File: src/rtl/fetch_queue.sv
// Instruction fetch front end: issues word-aligned imem requests, tracks
// in-flight addresses, buffers returned instructions in a small queue and
// presents the head to the IF/ID stage. Execute-stage redirects flush the
// queue and mark responses already in flight as stale.
module fetch_queue #(
  parameter int unsigned DEPTH    = 4,
  parameter int unsigned MAX_OUT  = 2,
  parameter logic [31:0] RESET_PC = 32'h0000_0000
) (
  input  logic        clk,
  input  logic        reset,
  output logic        imem_req,
  output logic [31:0] imem_addr,
  input  logic        imem_gnt,
  input  logic        imem_rvalid,
  input  logic [31:0] imem_rdata,
  input  logic        StallF,
  input  logic        PCSrcE,
  input  logic [31:0] PCTargetE,
  output logic        ValidF,
  output logic [31:0] InstrF,
  output logic [31:0] PCF,
  output logic [31:0] PCPlus4F
);

  localparam int unsigned AW = (DEPTH > 1) ? $clog2(DEPTH) : 1;
  localparam int unsigned CW = AW + 1;
  localparam int unsigned SW = CW + 1;
  localparam int unsigned IW = (MAX_OUT > 1) ? $clog2(MAX_OUT) : 1;
  localparam logic [31:0] NOP = 32'h0000_0013;

  logic [31:0]   fpc;
  logic [1:0]    outstanding;
  logic [1:0]    discard;
  logic [1:0]    outstanding_nxt;
  logic [CW-1:0] occupancy;
  logic [AW-1:0] q_rd;
  logic [AW-1:0] q_wr;
  logic [31:0]   q_instr [DEPTH];
  logic [31:0]   q_pc    [DEPTH];
  logic [31:0]   if_pc   [MAX_OUT];
  logic [IW-1:0] if_rd;
  logic [IW-1:0] if_wr;
  logic [SW-1:0] reserved;
  logic          grant;
  logic          rsp_any;
  logic          rsp_drop;
  logic          push;
  logic          pop;

  // In-flight FIFO depth need not be a power of two, so wrap explicitly.
  function automatic logic [IW-1:0] inc_ip(input logic [IW-1:0] p);
    return (p == IW'(MAX_OUT - 1)) ? '0 : p + IW'(1);
  endfunction

  // Queue slots are reserved at request time: a request is only issued when
  // every outstanding response is guaranteed a free queue entry.
  assign reserved  = SW'(outstanding) + SW'(occupancy);
  assign imem_req  = reset && !PCSrcE && (outstanding < 2'(MAX_OUT)) &&
                     (reserved < SW'(DEPTH));
  assign imem_addr = fpc;
  assign grant     = imem_req && imem_gnt;

  // Responses with nothing outstanding (e.g. aborted by reset) are ignored.
  assign rsp_any  = imem_rvalid && (outstanding != 2'd0);
  assign rsp_drop = rsp_any && (discard != 2'd0);
  assign push     = rsp_any && (discard == 2'd0) && (occupancy != CW'(DEPTH));
  assign pop      = ValidF && !StallF && !PCSrcE;

  assign outstanding_nxt = outstanding + 2'(grant) - 2'(rsp_any);

  assign ValidF   = (occupancy != '0);
  assign InstrF   = ValidF ? q_instr[q_rd] : NOP;
  assign PCF      = ValidF ? q_pc[q_rd] : '0;
  assign PCPlus4F = ValidF ? q_pc[q_rd] + 32'd4 : '0;

  // Control state: fetch PC, counters and pointers; redirect overrides pushes/pops.
  always_ff @(posedge clk or negedge reset) begin
    if (!reset) begin
      fpc         <= RESET_PC;
      outstanding <= 2'd0;
      discard     <= 2'd0;
      occupancy   <= '0;
      q_rd        <= '0;
      q_wr        <= '0;
      if_rd       <= '0;
      if_wr       <= '0;
    end else begin
      outstanding <= outstanding_nxt;
      if (rsp_any) if_rd <= inc_ip(if_rd);
      if (grant)   if_wr <= inc_ip(if_wr);
      if (PCSrcE) begin
        fpc       <= PCTargetE & 32'hFFFF_FFFC;
        discard   <= outstanding_nxt;
        occupancy <= '0;
        q_rd      <= '0;
        q_wr      <= '0;
      end else begin
        if (grant)    fpc     <= fpc + 32'd4;
        if (rsp_drop) discard <= discard - 2'd1;
        if (push)     q_wr    <= q_wr + AW'(1);
        if (pop)      q_rd    <= q_rd + AW'(1);
        occupancy <= occupancy + CW'(push) - CW'(pop);
      end
    end
  end

  // Storage: instruction queue entries and addresses of in-flight requests.
  always_ff @(posedge clk) begin
    if (push) begin
      q_instr[q_wr] <= imem_rdata;
      q_pc[q_wr]    <= if_pc[if_rd];
    end
    if (grant) if_pc[if_wr] <= fpc;
  end

endmodule

File: config.mk
export PLATFORM = sky130hd
export DESIGN_NAME = fetch_queue
export DESIGN_NICKNAME = d
export VERILOG_FILES = /design/src/rtl/fetch_queue.sv
export SDC_FILE = /design/constraint.sdc
export NUM_CORES = 1
export LEC_CHECK = 0
export CAP_MARGIN = 20
export CORE_MARGIN = 1.5
export CORE_UTILIZATION = 45
export DETAILED_ROUTE_END_ITERATION = 7
export PLACE_DENSITY = 0.67
export RECOVER_POWER = 50
export SETUP_SLACK_MARGIN = 0.5
export SLEW_MARGIN = 20
export SYNTH_ARGS = -nofsm -noshare
export SYNTH_HDL_FRONTEND = slang
export SYNTH_SLANG_ARGS = --single-unit
File: constraint.sdc
create_clock -name clk -period 8.3 [get_ports clk]
set_input_delay 0.83 -clock clk [delete_from_list [all_inputs] [get_ports clk]]
set_output_delay 0.83 -clock clk [all_outputs]
set_load 0.01 [all_outputs]
# ---- Yosys cells after proc, flatten, opt, wreduce, memory -nomap -nowiden
# Memory sizes are Yosys's and may differ from the RTL's.
# Cells that the tools add are included.
dict set report op_classes {
  add_sub_neg 12
  magnitude_cmp 2
  n_eq_ne 1
  n_mux 18
  reduce_logical 20
}
# cell n
set ops {}
lappend ops {{$mux W32} 5}
lappend ops {{$add A32 B3 Y32 const B} 2}
lappend ops {{$mux W2} 6}
lappend ops {{$reduce_bool A2 Y1} 6}
lappend ops {{$logic_and A1 B1 Y1} 10}
lappend ops {{$mux W1} 6}
lappend ops {{$add A2 B1 Y2 const B} 2}
lappend ops {{$add A2 B3 Y4} 1}
lappend ops {{$lt A4 B3 Y1 const B} 1}
lappend ops {{$add A3 B1 Y3} 1}
lappend ops {{$mux W3} 1}
lappend ops {{$ne A3 B3 Y1 const B} 1}
lappend ops {{$reduce_bool A3 Y1} 1}
lappend ops {{$sub A3 B1 Y3} 1}
lappend ops {{$add A1 B1 Y1 const B} 2}
lappend ops {{$add A2 B1 Y2} 1}
lappend ops {{$logic_not A1 Y1} 2}
lappend ops {{$logic_not A2 Y1} 1}
lappend ops {{$lt A2 B2 Y1 const B} 1}
lappend ops {{$sub A2 B1 Y2} 1}
lappend ops {{$sub A2 B1 Y2 const B} 1}
dict set report word_totals {
  reg_bits 45
  mem_bits_rw 320
  input_bits 70
  output_inout_bits 130
  wordCells 64
  n_memories 3
}
# memory depth word_bits rd rd_clocked_by_memory_dff wr line
set mem_list {}
lappend mem_list {q_instr 4 32 1 0 1 39} ;# logic [31:0] q_instr [DEPTH];
lappend mem_list {q_pc 4 32 1 0 1 40} ;# logic [31:0] q_pc [DEPTH];
lappend mem_list {if_pc 2 32 1 0 1 41} ;# logic [31:0] if_pc [MAX_OUT];

# ---- Logic depth before layout (Yosys ltp)
# Gate-level depths: netlist of the first run.
dict set report logic_depth {
  ltp_word 8
  mapped_depth 13
  mapped_depth_nobuf 11
}

# ---- Worst setup path before layout of the first run
# OpenSTA, ideal clock, no wires.
dict set report synth_timing {
  path_kind {input port to flip-flop}
  from {input PCSrcE}
  to {memory if_pc[0][10] (enable)}
  setup_time_ns 0.417
  arrival_time_ns 3.369
  required_ns 7.883
  path_slack_ns 4.514
  path_stages 7
  n_path_buf 3
  path_cell_list {clkbuf_1 -> nor4_1 -> and4_1 -> buf_2 -> clkinv_1 -> buf_1 -> nor2_1}
}
dict set report synth_between {
  elab_chain_cells 7
}
# item line
set synth_rtl {}
lappend synth_rtl {{start, declared} 18} ;# input logic PCSrcE,
lappend synth_rtl {{$logic_not A1 Y1} 59} ;# assign imem_req = reset && !PCSrcE && (outstanding < 2'(MAX_OUT)) &&
lappend synth_rtl {{$logic_and A1 B1 Y1 (3 in series)} 59}
lappend synth_rtl {{$logic_and A1 B1 Y1} 62} ;# assign grant = imem_req && imem_gnt;
lappend synth_rtl {{$mux W1} 114} ;# if (grant) if_pc[if_wr] <= fpc;
lappend synth_rtl {{$mux W1 (implied by the code)} 114}
lappend synth_rtl {{end, declared} 41}
# Every way passes these cells.

# ---- Worst setup path after layout of the first run
dict set report layout_timing {
  from {register q_rd[0]}
  to {output PCPlus4F[31]}
}
dict set report layout_between {
  elab_chain_cells 3
}
# item line
set layout_rtl {}
lappend layout_rtl {{start, declared} 37} ;# logic [AW-1:0] q_rd;
lappend layout_rtl {{start signal, assigned} 102} ;# if (pop) q_rd <= q_rd + AW'(1);
lappend layout_rtl {{$mem_v2 Z4 W32} n/a}
lappend layout_rtl {{$add A32 B3 Y32} 75} ;# assign PCPlus4F = ValidF ? q_pc[q_rd] + 32'd4 : '0;
lappend layout_rtl {{$mux W32} 75}
lappend layout_rtl {{end, declared} 23} ;# output logic [31:0] PCPlus4F
# Every way passes these cells.

==> results of run 1 <==
==> flip-flops by register name, indices dropped and copies added, names as in the netlist <==
| register | cells |
|---|---|
| q_rd | 2 |
| q_instr | 128 |
| imem_addr | 30 |
| occupancy | 3 |
| if_pc | 60 |
| outstanding | 2 |
| if_wr | 1 |
| q_pc | 120 |
| q_wr | 2 |
| discard | 2 |
| if_rd | 1 |
==> cell usage in the layout (no fill, tap or decap), types with 13 or more instances in the layout <==
master and n:
clkdlybuf4s50_1 141, nor2_1 49, xnor2_1 19, dlygate4sd3_1 49
nand4_1 13, o21ai_0 28, inv_1 25, mux2_1 37
edfxtp_1 308, nand3_1 30, nand2_1 57, and2_1 59
clkbuf_16 39, mux4_2 53, dfrtp_1 42, nor3_1 13
==> cell usage after synthesis (all sizes together), types with 8 or more instances <==
library cell,count,area share
mux2,41,0.031
and2,63,0.027
edfxtp,308,0.62
mux4,62,0.096
nand2,57,0.014
nor3,14,0.0047
clkbuf,24,0.0061
inv,25,0.0063
dfrtp,43,0.073
o211ai,11,0.0056
or3,8,0.0034
xor2,10,0.0059
nand4,14,0.0069
o21ai,28,0.0095
nand3,30,0.010
ha,12,0.010
or4,8,0.0041
nor2,50,0.013
o311ai,9,0.0053
xnor2,19,0.011
buf,26,0.011
==> cells by family (layout without fill, tap and decap cells) <==
| kind of cell | Yosys count | in the layout | share of synthesized area |
|---|---|---|---|
| muxes | 105 | 105 | 0.1290 |
| adders and majority gates | 13 | 13 | 0.01148 |
| DFF | 351 | 351 | 0.6965 |
| buffers and inverters | 76 | 295 | 0.02372 |
| and+or+nand+nor | 263 | 263 | 0.09200 |
| other | 1 | 7 | 0.0002530 |
| AOI/OAI and AO/OA | 68 | 68 | 0.02996 |
| xor gates and xnor gates | 29 | 29 | 0.01713 |
==> per-layer routing <==
metal  up-vias  track usage
li1       3891            -
met4         0      0.04590
met3        50      0.02885
met5         -            0
met1      4243       0.2578
met2       269       0.2924
==> where the power goes <==
group	internal [µW]	switching [µW]	leakage, µW	total [µW]
combinational	931	903	0.00218	1830
sequential	2140	115	0.00331	2250
clock	916	638	0.000551	1550
==> stage by stage <==
| stage | hold slack, ns | utilization | setup slack [ns] |
|---|---|---|---|
| floorplan | 0.4603 | - | 4.514 |
| CTS | 0.4169 | 0.5647 | 3.194 |
| finish | 0.5233 | 0.5642 | 2.514 |
| global route | 0.5360 | 0.5642 | 2.082 |
| detailed placement | 0.5197 | 0.5291 | 3.502 |
| global placement | 0.4917 | 0.5291 | 3.498 |
==> worst max-delay path, cell delays in order (launching register included) <==
cell and delay [ns]:
dfrtp_1 1.34, mux4_1 0.64, nand4_1 0.41, or4_1 0.86
nor4_2 0.28, mux2_1 0.35, clkdlybuf4s50_1 0.53
==> final cells by class <==
type                            count  area share
Tap cell                          442     0.03020
Antenna cell                        1   0.0001367
Multi-Input combinational cell    484      0.2279
Inverter                           26    0.005330
Clock inverter                     14    0.005808
Sequential cell                   351      0.5639
Timing Repair Buffer              205      0.1095
Clock buffer                       50     0.05719
==> worst max path at each step <==
stage / slack (ns) / endpoint / start / depth (start not counted)
floorplan: 4.51 / if_pc[0][10] / PCSrcE / 7
global placement: 3.50 / discard[1] / PCSrcE / 12
detailed placement: 3.50 / discard[1] / PCSrcE / 12
CTS: 3.19 / PCPlus4F[31] / q_rd[0] / 6
global route: 2.08 / PCPlus4F[31] / q_rd[0] / 6
finish: 2.51 / PCPlus4F[31] / q_rd[0] / 6
==> results by group, run 1 <==
Timing
  – Slew Limit Fails: 73
  – Setup violators final: 0
  – Final setup skew: about 0.023 ns
  – Fmax: about 170 MHz
  – Tightest Pin Transition: ~2.5 ns
  – Slew headroom: -0.6994
  – Part of the cycle the worst path needs: 0.6971
  – Tmin final: between 5 and 6 ns
  – Final setup TNS: 0 ns
  – Final Hold Fails: 0
  – Unrepaired setup endpoints after global routing: no

Finish
  – Final #Nets: between 1k and 1.5k
  – Layout cells sized above 1: 0.1142
  – Design area: 0.01831 mm²
  – Total area of sequential cells: between 0.01 and 0.015 mm²
  – Final cell count without fillers: 1,573
  – Area of the multi-input gates: about 0.0042 mm²
  – Area Growth Syn to Fin: 23.52%
  – Filler cells: 2,516

Job
  – Max-cap viol count: 3

Floorplan
  – Die X-Extent: ~180 µm
  – # IOs: 200
  – Die Y: roughly 180 µm
  – Core area: 0.03245 mm²
  – Starting density of the core: 0.4568
  – # rows: 66
  – Die Area: 0.03404 mm²

Status
  – Failing checks: max-capacitance violations, max-slew violations
  – Status: finished, violations left

Critical path
  – Startpoint types: flop
  – CP max FO: 25
  – FF-to-FF setup slack: 4.50 ns
  – Crit. End Element: output port
  – R2R depth: 11
  – FF-to-FF End: discard[1]
  – Critical path type: flop to output port
  – Arrival @ worst endpoint: roughly 5 ns
  – Crit path required time: around 7.5 ns
  – RR Startpoint: occupancy[1]

Synth
  – Cells after Synth: just over 900
  – Top_reg_cell synth: edfxtp_1
  – Avg Inst Size Synth: ~16 µm²
  – Number of synthesized flops with an enable pin: slightly above 300
  – Seq cells post-synth: between 300 and 400
  – Ys async rst share: 0.1225
  – Register area share after synthesis: 0.6965
  – Post-Syn Area: ~0.015 mm²
  – Syn. warnings: 0
  – Distinct cell type count after synthesis: 47

Routing
  – Via count: 8,453
  – Drt drc: 0
  – Detail Route Antenna Nets: 0
  – Starting DRT DRC Count: 533
  – Wire length on met2: approximately 14 mm
  – Via density: around 5.4
  – Max layer used: met4
  – Final WL: roughly 30 mm
  – Average routed wire per standard cell: ~19 µm
  – Metal3 WL: about 1.7 mm
  – DRT Pass-1 Iters: 5
  – DRT met1 WL: 13.86 mm

Global route
  – Tot GR Track Use: 0.1810
  – Overflow after GRT: 0
  – Pin count of the biggest net entering global routing: between 50 and 60
  – Vias in the first global route: 8,453
  – Global-route wire length before repair: roughly 47 mm
  – Initial antenna violation count: 0

CTS
  – Root buffer cell: clkbuf_16
  – Post-CTS setup buffer count: 0
  – H-tree Lvls: 2
  – Cts repair resizes: 0
  – CTS Buffer Depth: 3
  – CTS tree: yes
  – Hold buffers post-CTS: 0
  – Worst-skew pair later-pin latency: around 0.52 ns
  – CTS sink cnt: approximately 350
  – Clk slew on worst S/H paths: approximately 0.060 ns
  – Total CTS buffers: 37

Power and ir drop
  – Pwr dens: between 300 and 400 mW/mm²
  – Tot Pwr: around 5600 µW
  – LEAKAGE: ~0.006 µW
  – Maximum VDD drop: approximately 0.17 mV

Min path
  – Cells on Worst Hold Path: 0
  – Min-delay src: imem_addr[29]
  – Worst Hold Class: flop to flop
  – Hold path endpoint: if_pc[1][29]

Placed design
  – PortBufs: roughly 190
  – Routability cong.: around 0.79
  – HPWL Detailed: around 19 mm
  – Post-Place Cell Area: 0.01717 mm²
  – DP Cell Count: 1,508
Power figures use the tool's default switching activity.
==> run 2: changes to the inputs <==
==> constraint.sdc (replaced) <==
create_clock -name clk -period 5.8 [get_ports clk]
set_input_delay 0.58 -clock clk [delete_from_list [all_inputs] [get_ports clk]]
set_output_delay 0.58 -clock clk [all_outputs]
set_load 0.01 [all_outputs]
==> results by group, run 2 (same netlist as run 1, synthesis figures left out) <==
Critical path
  – Arrival @ worst endpoint: 4.44 ns
  – Crit path required time: ~5.2 ns
  – CP Depth: 6
  – Critical path's top delay family: simple AND/OR/NAND/NOR gates
  – Critical path type: flop to output port
  – Startpoint types: flop
  – Critical path's slowest cell: dfrtp_4
  – Crit path cell chain: mux4_1, nand4_1, or4_1, nor4_2, mux2_1, clkdlybuf4s50_1
  – WP buf/inv: 1
  – CP max FO: 38
  – CP peak stage delay: slightly above 0.9 ns
  – R2R depth: 5
  – Crit. End Element: output port

CTS
  – Worst-skew pair later-pin latency: ~0.51 ns
  – Post-CTS setup buffer count: 0
  – CTS Buffer Depth: 3
  – Clk slew on worst S/H paths: approximately 0.060 ns
  – CTS sink cnt: about 350
  – Total CTS buffers: 37
  – CTS tree: yes
  – H-tree Lvls: 2
  – Cts repair resizes: 0
  – Hold buffers post-CTS: 0
  – Root buffer cell: clkbuf_16

Power and ir drop
  – Pwr dens: approximately 440 mW/mm²
  – Pint: 5717 µW
  – Tot Pwr: roughly 8100 µW
  – Seq pwr share: 0.401
  – Gate power share: 0.321
  – LEAKAGE: between 0.006 and 0.007 µW
  – Maximum VDD drop: between 0.2 and 0.25 mV
  – Switching Share: 0.2934
  – Clk pwr share: 0.278
  – NetSw: 2374 µW

Routing
  – DRT Pass-1 Iters: 6
  – Starting DRT DRC Count: roughly 600
  – Final WL: a little over 30 mm
  – Via density: 5.335
  – Average routed wire per standard cell: roughly 20 µm
  – Drt drc: 0
  – Detail Route Antenna Nets: 0
  – Via count: roughly 8.4k

Floorplan
  – Die Area: around 0.034 mm²
  – Starting density of the core: 0.4568
  – # rows: between 60 and 70
  – Core area: 0.03245 mm²
  – Die Y: ~180 µm
  – # IOs: 200
  – Die X-Extent: between 150 and 200 µm

Global route
  – Pin count of the biggest net entering global routing: 58
  – Tot GR Track Use: 0.1856
  – Overflow after GRT: 0
  – Global-route wire length before repair: slightly below 50 mm
  – Initial antenna violation count: 0
  – Vias in the first global route: around 8.5k

Timing
  – Final Hold Fails: 0
  – Slew headroom: -0.6915
  – Final setup skew: 0.01487 ns
  – Fmax: between 150 and 200 MHz
  – Tmin final: 5.021 ns
  – Unrepaired setup endpoints after global routing: no
  – Slew Limit Fails: 75
  – Tightest Pin Transition: ~2.5 ns
  – Part of the cycle the worst path needs: 0.8657
  – Final setup TNS: 0 ns
  – Setup violators final: 0

Finish
  – Filler cells: roughly 2.6k
  – Most frequent cells in the layout: 308 x edfxtp_1, 127 x clkdlybuf4s50_1, 63 x dlygate4sd3_1, 59 x and2_1, 57 x nand2_1
  – Largest register FFs: approximately 130
  – Layout cells sized above 1: 0.1188
  – Commonest non-fill, non-tap cell in the layout: edfxtp_1
  – Most flops, register: q_instr
  – Regs by FF count: q_instr: 128 flops, q_pc: 120 flops, if_pc: 60 flops
  – Final #Nets: around 1.2k
  – Area Growth Syn to Fin: 23.73%
  – Design area: between 0.015 and 0.02 mm²

Status
  – Status: finished, violations left
  – Failing checks: max-capacitance violations, max-slew violations

Job
  – Max-cap viol count: 2

Placed design
  – Post-Place Cell Area: about 0.017 mm²
  – Routability cong.: about 0.8
  – HPWL Detailed: 20.06 mm
  – PortBufs: roughly 190

Min path
  – Worst Hold Class: primary input to async pin
[run 2: changes by cell type in the layout (fill, tap and decap cells not counted), sizes merged]
cell,previous run,this run
clkinv,9,16
clkinvlp,4,0
bufinv,1,2
clkdlybuf4s50,141,127
clkbuf,52,51
buf,13,16
dlygate4sd3,49,63
[run 2: layer usage]
metal  up-vias  wire length, µm  GRT usage
li1       3915                -          -
met5         -                0          0
met2       306            14670     0.2983
met3        49             1836    0.02826
met4         0              549    0.04459
met1      4154            13740     0.2676
[run 2: cell type report]
| class | instances | area [µm²] | area share |
|---|---|---|---|
| clock inverter | 18 | 137.6 | 0.007504 |
| timing repair buffer | 208 | 2027 | 0.1105 |
| inverter | 26 | 97.59 | 0.005321 |
| clock buffer | 49 | 1023 | 0.05580 |
| multi-input combinational | 484 | 4170 | 0.2274 |
| antenna | 1 | 2.502 | 0.0001364 |
| sequential | 351 | 10330 | 0.5632 |
| tap | 442 | 553.0 | 0.03015 |
[run 2: power by group through the flow]
stage	Sequential, µW	Combinational, µW	Clock [µW]
finish	3240	2600	2250
global placement	3290	2650	0
detailed placement	3300	2670	0
global route	3280	2830	2390
CTS	3250	2680	2290
floorplan	3200	1540	0
[run 2: path summary, 6_finish.rpt]
check,from,endpoint,slack (ns)
min reg2reg,imem_addr[29],if_pc[0][29],0.51
max reg2reg,outstanding[1],q_instr[2][24],1.71
max in group asynchronous,reset,q_rd[0],5.17
max,q_rd[0],PCPlus4F[31],0.78
min in group clk,imem_addr[29],if_pc[0][29],0.51
min,reset,imem_addr[12],0.14
[run 2: per-stage QoR]
step	utilization	worst slack, ns	hold slack [ns]	instances
3_3_place_gp	0.5298	1.295	0.4903	1511
3_5_place_dp	0.5298	1.245	0.5075	1511
5_1_grt	0.5651	0.5233	0.2069	1578
2_1_floorplan	-	2.264	0.2844	911
4_1_cts	0.5656	0.6855	0.1728	1578
6_report	0.5652	0.7787	0.1442	1579
==> run 3: changes to the inputs <==
--- a/config.mk
+++ b/config.mk
@@ -11,7 +11,6 @@
 export DETAILED_ROUTE_END_ITERATION = 7
 export PLACE_DENSITY = 0.67
 export RECOVER_POWER = 50
-export SETUP_SLACK_MARGIN = 0.5
 export SLEW_MARGIN = 20
 export SYNTH_ARGS = -nofsm -noshare
 export SYNTH_HDL_FRONTEND = slang
==> results of run 3 <==
No change in the layout: final DEF, timing and power equal those of run 2.
